### src/rtl/cdb_arbiter.sv
// Common data bus arbiter: per-FU 2-entry result queues, round-robin grant onto a
// registered CDB, and age-based squash of younger results on branch mispredict.
module cdb_arbiter #(
  parameter int N_FU   = 3,
  parameter int DEPTH  = 2,
  parameter int ROB_W  = 5,
  parameter int PREG_W = 7,
  parameter int DATA_W = 32
) (
  input  logic                     clk,
  input  logic                     reset,
  input  logic [N_FU-1:0]          fu_valid,
  input  logic [N_FU*PREG_W-1:0]   fu_pd,
  input  logic [N_FU*ROB_W-1:0]    fu_rob,
  input  logic [N_FU*DATA_W-1:0]   fu_data,
  output logic [N_FU-1:0]          fu_stall,
  input  logic                     mispredict,
  input  logic [ROB_W-1:0]         mispredict_tag,
  input  logic [ROB_W-1:0]         rob_head,
  output logic                     cdb_valid,
  output logic [PREG_W-1:0]        cdb_ps,
  output logic [ROB_W-1:0]         cdb_rob,
  output logic [DATA_W-1:0]        cdb_data
);

  localparam int CNT_W = $clog2(DEPTH + 1);
  localparam int RR_W  = (N_FU > 1) ? $clog2(N_FU) : 1;

  typedef struct packed {
    logic [PREG_W-1:0] pd;
    logic [ROB_W-1:0]  rob;
    logic [DATA_W-1:0] data;
  } entry_t;

  entry_t           q_q   [N_FU][DEPTH];
  entry_t           q_d   [N_FU][DEPTH];
  logic [CNT_W-1:0] cnt_q [N_FU];
  logic [CNT_W-1:0] cnt_d [N_FU];
  logic [RR_W-1:0]  rr_ptr_q, rr_ptr_d;
  logic             cdb_valid_q, cdb_valid_d;
  entry_t           cdb_q, cdb_d;
  logic             grant_valid;
  logic [N_FU-1:0]  grant_oh;

  // Modulo distance from the ROB head makes the compare immune to index wrap.
  function automatic logic is_younger(input logic [ROB_W-1:0] rob,
                                      input logic [ROB_W-1:0] tag,
                                      input logic [ROB_W-1:0] head);
    logic [ROB_W-1:0] age_rob;
    logic [ROB_W-1:0] age_tag;
    age_rob = rob - head;
    age_tag = tag - head;
    return age_rob > age_tag;
  endfunction

  always_comb begin
    for (int i = 0; i < N_FU; i++) fu_stall[i] = (cnt_q[i] == CNT_W'(DEPTH));
  end

  // NOTE: every signal written in a combinational block gets a default first,
  // so no path leaves it unassigned and no latch is inferred.
  always_comb begin
    grant_valid = 1'b0;
    grant_oh    = '0;
    if (!mispredict) begin
      for (int k = 0; k < N_FU; k++) begin
        for (int j = 0; j < N_FU; j++) begin
          if (!grant_valid && cnt_q[j] != '0 && j == (int'(rr_ptr_q) + k) % N_FU) begin
            grant_valid = 1'b1;
            grant_oh[j] = 1'b1;
          end
        end
      end
    end
  end

  always_comb begin
    int   fill;
    logic push;
    for (int i = 0; i < N_FU; i++) begin
      q_d[i] = q_q[i];
      fill   = 0;
      // Keep survivors in order, dropping the popped head and squashed entries.
      for (int s = 0; s < DEPTH; s++) begin
        if (s < int'(cnt_q[i]) && !(grant_oh[i] && s == 0) &&
            !(mispredict && is_younger(q_q[i][s].rob, mispredict_tag, rob_head))) begin
          for (int d = 0; d < DEPTH; d++) if (d == fill) q_d[i][d] = q_q[i][s];
          fill++;
        end
      end
      push = fu_valid[i] && !fu_stall[i] &&
             !(mispredict && is_younger(fu_rob[i*ROB_W +: ROB_W], mispredict_tag, rob_head));
      if (push) begin
        for (int d = 0; d < DEPTH; d++) begin
          if (d == fill) begin
            q_d[i][d].pd   = fu_pd[i*PREG_W +: PREG_W];
            q_d[i][d].rob  = fu_rob[i*ROB_W +: ROB_W];
            q_d[i][d].data = fu_data[i*DATA_W +: DATA_W];
          end
        end
        fill++;
      end
      cnt_d[i] = CNT_W'(fill);
    end
  end

  // A mispredict cycle never grants, so a younger broadcast cannot be extended.
  always_comb begin
    cdb_valid_d = grant_valid;
    cdb_d       = cdb_q;
    rr_ptr_d    = rr_ptr_q;
    for (int j = 0; j < N_FU; j++) begin
      if (grant_oh[j]) begin
        cdb_d    = q_q[j][0];
        rr_ptr_d = RR_W'((j + 1) % N_FU);
      end
    end
  end

  // NOTE: sequential state uses non-blocking assignments so every register
  // samples the pre-edge value of its peers.
  always_ff @(posedge clk or negedge reset) begin
    if (!reset) begin
      for (int i = 0; i < N_FU; i++) cnt_q[i] <= '0;
      rr_ptr_q    <= '0;
      cdb_valid_q <= 1'b0;
      cdb_q       <= '0;
    end else begin
      cnt_q       <= cnt_d;
      rr_ptr_q    <= rr_ptr_d;
      cdb_valid_q <= cdb_valid_d;
      cdb_q       <= cdb_d;
    end
  end

  // NOTE: queue payload storage is not reset; the counts alone define validity.
  always_ff @(posedge clk) begin
    q_q <= q_d;
  end

  assign cdb_valid = cdb_valid_q;
  assign cdb_ps    = cdb_q.pd;
  assign cdb_rob   = cdb_q.rob;
  assign cdb_data  = cdb_q.data;

endmodule
### config.mk
export PLATFORM = sky130hd
export DESIGN_NAME = cdb_arbiter
export DESIGN_NICKNAME = d
export VERILOG_FILES = /design/src/rtl/cdb_arbiter.sv
export SDC_FILE = /design/constraint.sdc
export NUM_CORES = 1
export LEC_CHECK = 0
export ABC_AREA = 1
export CAP_MARGIN = 20
export CORE_ASPECT_RATIO = 1.4
export CORE_MARGIN = 1.5
export CORE_UTILIZATION = 57
export DETAILED_ROUTE_END_ITERATION = 8
export PLACE_DENSITY = 0.85
export SLEW_MARGIN = 20
export SYNTH_ARGS = -nofsm -noshare
export SYNTH_HDL_FRONTEND = slang
export SYNTH_SLANG_ARGS = --single-unit
### constraint.sdc
create_clock -name clk -period 5.7 [get_ports clk]
set_input_delay 1.14 -clock clk [delete_from_list [all_inputs] [get_ports clk]]
set_output_delay 1.14 -clock clk [all_outputs]
set_load 0.005 [all_outputs]
Word-level counts from Yosys, hierarchy flattened
Cells that the tools add are included.
{"block": "word_totals", "elab_cells": 208, "regBits": 317, "output_inout_bits": 48, "input_bits": 148}
{"block": "classes", "n_eq_ne": 12, "n_mux": 57, "magnitude_cmp": 15, "n_div": 3, "reduce_logical": 77, "n_addsub": 18}
{"operator": "$mux 44", "n": 12}
{"operator": "$mux 88", "n": 6}
{"operator": "$logic_not 32->1", "n": 9}
{"operator": "$eq 2x32->1 const A", "n": 6}
{"operator": "$add 32x2->32 const B", "n": 3}
{"operator": "$eq 3x32->1 const A", "n": 3}
{"operator": "$mux 32", "n": 3}
{"operator": "$mod 32x3->32 const B", "n": 2}
{"operator": "$sub 5x5->5", "n": 10}
{"operator": "$gt 5x5->1", "n": 9}
{"operator": "$logic_and 1x1->1", "n": 41}
{"operator": "$mod 3x3->32 const B", "n": 1}
{"operator": "$mux 1", "n": 29}
{"operator": "$logic_not 1->1", "n": 23}
{"operator": "$lt 1x2->1 const A", "n": 6}
{"operator": "$mux 2", "n": 6}
{"operator": "$add 2x2->2 const B", "n": 3}
{"operator": "$eq 2x2->1 const B", "n": 3}
{"operator": "$reduce_bool 2->1", "n": 3}
{"operator": "$add 2x1->3 const B", "n": 1}
{"operator": "$add 2x2->3 const B", "n": 1}
{"operator": "$mux 3", "n": 1}
{"operator": "$reduce_bool 3->1", "n": 1}

Depth between registers and ports, before layout
{"block": "logic_depth", "ltp_word": 54, "ltp_mapped": 21, "mapped_depth_nobuf": 18}

Worst setup path after synthesis
Ideal clock, no wire load.
{"block": "synth_timing", "kind": "input -> register", "startpoint": "input port rob_head[1]", "endpoint": "register q_q[100] (netlist bit), enable pin", "path_buffers": 2, "setup_time_ns": 0.447, "setup_slack_ns": -0.839, "arrival_time_ns": 6.092, "path_stages": 14, "required_time_ns": 5.253, "cell_sequence": "inv_1 > fa_1 > nand3_1 > nand2_1 > xnor2_1 > ha_1 > a21oi_1 > o21ai_0 > a31oi_1 > clkbuf_1 > clkbuf_1 > ha_1 > inv_1 > nor2_1"}
{"block": "synth_between", "elab_chain_cells": 11, "word_cells_on_any_way": 22, "cone_classes": "add/sub (5); order compare (3); eq/ne (1); mux (4); reduce/logical (9)"}
{"item": "start: declaration", "line_no": "19", "rtl": "input logic [ROB_W-1:0] rob_head,"}
{"item": "$sub 5x5->5, on equally long branches", "line_no": "51, 52"}
{"item": "$gt 5x5->1", "line_no": "53", "rtl": "return age_rob > age_tag;"}
{"item": "$logic_and 1x1->1", "line_no": "86", "rtl": "!(mispredict && is_younger(q_q[i][s].rob, mispredict_tag, rob_head))) begin"}
{"item": "$logic_not 1->1", "line_no": "86"}
{"item": "$logic_and 1x1->1", "line_no": "85", "rtl": "if (s < int'(cnt_q[i]) && !(grant_oh[i] && s == 0) &&"}
{"item": "$mux 1", "line_no": "85"}
{"item": "$add 32x2->32", "line_no": "88", "rtl": "fill++;"}
{"item": "$mux 32", "line_no": "85"}
{"item": "$eq 2x32->1", "line_no": "95", "rtl": "if (d == fill) begin"}
{"item": "$mux 44", "line_no": "95"}
{"item": "$mux 88 *", "line_no": "93", "rtl": "if (push) begin"}
{"item": "end signal: assignment", "line_no": "138", "rtl": "q_q <= q_d;"}
{"item": "end: declaration", "line_no": "35", "rtl": "entry_t q_q [N_FU][DEPTH];"}
Mark *: on every way between the ends. The rest lies on a longest branch, timed or not.
A chain may end at the register's enable or synchronous reset.

Final worst setup path
{"block": "layout_timing", "startpoint": "input port rob_head[0]", "endpoint": "register q_q[118] (netlist bit), enable pin"}
The elaborated chain is that of the path after synthesis.

==> run summary <==
Worst Path Required -> 5.94 ns
Final wirelength -> 45.6 mm
Fin Clk Skew -> 0.0300 ns
FF+latch area -> 0.00793 mm²
Setup WS pre-CTS -> 0.156 ns
PwrDens -> 638 mW/mm²
Vias in the first global route -> 14400
Antenna diodes -> 0
Final #Nets -> 2609
GRT Util Overall -> 28.8%
DR iter-0 viols -> 1102
Final setup TNS -> 0 ns
Initial antenna violation count -> 0
Max IR drop VDD -> 0.339 mV
GPL Wtd Cong -> 0.885
Setup WS post-layout -> 0.618 ns
Area occupied by multi-input gates -> 0.00717 mm²
Final period utilization -> 89.2%
LEAKAGE -> 10.0 nW
H-tree levels -> 1
Biggest cell delay along the critical path -> 0.76 ns
Share of cells above drive strength 1 -> 4.50%
# placed instances -> 2708
Status -> finished, final reports clean
Arrival @ worst endpoint -> 5.32 ns
WL/cell -> 16.5 µm
Number of synthesized register bits -> 317
I/O Buffers -> 195
RSZ-0062 raised after global routing -> no
Hold Violations, Final -> 0
Endpoints failing setup -> 0
Yosys warns -> 0
Pin count of the biggest net entering global routing -> 66
Drt pass-1 iters -> 6
Initial core utilization -> 57.6%
Hpwl dp -> 31.8 mm
Synth unique cells -> 32
CTS Hold Bufs -> 0
Postcts setup bufs -> 0
Clock Latency Late Sink -> 0.57 ns
Max Cap Viol -> 0
Worst Setup Start Kind -> input pin
Commonest cells after routing, fill and taps aside -> 427 x inv_1, 354 x nand2_1, 294 x nor2_1, 287 x nand3_1, 194 x clkdlybuf4s50_1
Total CTS buffers -> 30
Drt via density -> 5.37
Synthesized net count -> 2459
Final Max Tran Viols -> 0
Row count -> 75
Crit end category -> flop
Fill count -> 2340
Die Area -> 0.0312 mm²
Syn-to-layout area delta -> 19.1%
DRC -> 0
Setup Crit Path Kind -> in2reg
Slew HR -> 27.2%
Sequential fraction of the synthesis area -> 46.1%
Cell breakdown of the critical path -> clkdlybuf4s50_1 > ha_1 > inv_1 > fa_1 > nand3_1 > nand2_1 > xnor2_1 > ha_1 > a21oi_1 > o21ai_0 > o221ai_1 > nand2_1 > nor2_4 > buf_12
Crit path max fanout -> 35
Via count -> 14800
Die Span Y -> 209 µm
Non-filler instance count after layout -> 2764
Bufs on Longest Clock Path -> 3
Slowest cell on crit path -> xnor2_1
Clock-pin slew on the worst setup and hold paths -> 0.07 ns
Post-route minimum period -> 5.08 ns
IO Pins -> 196
Post-Syn Area per Cell -> 7.80 µm²
Die W -> 150 µm
Congestion Overflow GR -> 0
Hold Crit Class -> reg2reg
Synth Instances -> 2205
First-pass GRT wire length -> 71.8 mm
TritonCTS clock tree -> built
Top achievable clock speed -> 197 MHz
CTS Root Cell -> clkbuf_16
# resized after CTS -> 0
Most common cell after layout, fill and taps aside -> inv_1
Post-Syn Area -> 0.0172 mm²
CORE AREA -> 0.0298 mm²
Sink Count -> 317
Antenna Nets Post-Route -> 0
Hold Slack -> 0.499 ns
Measured slew at the worst slew-check pin -> 1.08 ns
-- cells in the mapped netlist --
library cell / n / area [µm²]
o21bai_1: 6 / 45.0
fa_1: 10 / 200
ha_1: 96 / 1200
nand3_1: 290 / 1450
edfxtp_1: 132 / 3960
nand2_4: 3 / 33.8
o221ai_1: 5 / 43.8
a21oi_2: 1 / 8.76
nor2_2: 1 / 6.26
nor2_1: 297 / 1110
inv_2: 1 / 3.75
o211ai_1: 27 / 203
dfrtp_1: 53 / 1330
nand2_2: 9 / 56.3
xor2_1: 27 / 236
o21ai_0: 83 / 415
nand2_1: 354 / 1330
a21oi_1: 67 / 335
dfxtp_1: 132 / 2640
nor3_1: 2 / 10.0
xnor2_1: 13 / 114
o21ai_1: 44 / 220
nand3_2: 2 / 20.0
buf_4: 2 / 15.0
buf_1: 3 / 11.3
clkinv_1: 3 / 11.3
buf_6: 12 / 135
buf_2: 24 / 120
a31oi_1: 4 / 25.0
nand4_1: 6 / 37.5
inv_1: 428 / 1610
clkbuf_1: 68 / 255
-- cells by family after synthesis --
kind of cell,Yosys count,synth area share (%)
xor gates and xnor gates,40,2.04
DFF,317,46.1
adders and majority gates,106,8.15
AOI/OAI and AO/OA,237,7.54
and+or+nand+nor,964,23.6
buffers and inverters,541,12.5
-- final cells by class --
cell class              count  share of cell area (%)
inverters                 432                    7.92
clock inverters            15                   0.660
multi-input cells        1347                    35.0
flip-flops and latches    317                    38.7
repair buffers            227                    11.0
clock buffers              41                    4.26
well taps                 385                    2.35
-- report_power, final --
part           total, mW  internal (mW)  switching, mW
Sequential          4.35           3.77          0.582
Clock               2.01           1.16          0.853
Combinational       6.71           2.40           4.30
Total               13.1           7.33           5.74
-- state kept, by name (all words and copies together) (netlist names) --
signal / count
q_q: 264
cdb_data: 32
cdb_ps: 7
cnt_q: 6
cdb_rob: 5
rr_ptr_q: 2
cdb_valid: 1
-- layer usage --
metal	track usage [%]	up-vias	wire, µm
li1	-	7237	-
met1	38.0	6820	18100
met2	47.4	663	21900
met3	3.25	121	3450
met4	13.2	0	2090
met5	0	-	0
-- critical path, delay by kind of cell --
family / cells / cell delay [ns]
AOI/OAI and AO/OA: 3 / 0.84
xor gates and xnor gates: 1 / 0.76
adders and majority gates: 3 / 0.94
buffers and inverters: 3 / 0.84
and+or+nand+nor: 4 / 0.78
-- through the flow --
step / cell area, µm² / util, % / total power, mW
5_1_grt: 20500 / 68.6 / 14.1
4_1_cts: 20500 / 68.6 / 13.0
3_3_place_gp: 19500 / 65.3 / 10.6
3_5_place_dp: 19500 / 65.3 / 11.0
6_report: 20500 / 68.6 / 13.1
2_1_floorplan: 17200 / - / 8.99
-- final timing paths --
path / start / endpoint / slack, ns / cells past startpoint
min in group asynchronous: reset / cdb_data[6]$_DFFE_PN0P_ / 0.73 / 2
max in group asynchronous: reset / cnt_q[4]$_DFF_PN0_ / 4.40 / 2
max reg2reg: rr_ptr_q[0]$_DFFE_PN0P_ / q_q[148]$_DFF_P_ / 1.80 / 17
max: rob_head[0] / q_q[118]$_DFFE_PP_ / 0.62 / 14
min: q_q[200]$_DFFE_PP_ / q_q[244]$_DFF_P_ / 0.50 / 2
min reg2reg: q_q[200]$_DFFE_PP_ / q_q[244]$_DFF_P_ / 0.50 / 2
Power figures use the tool's default switching activity.
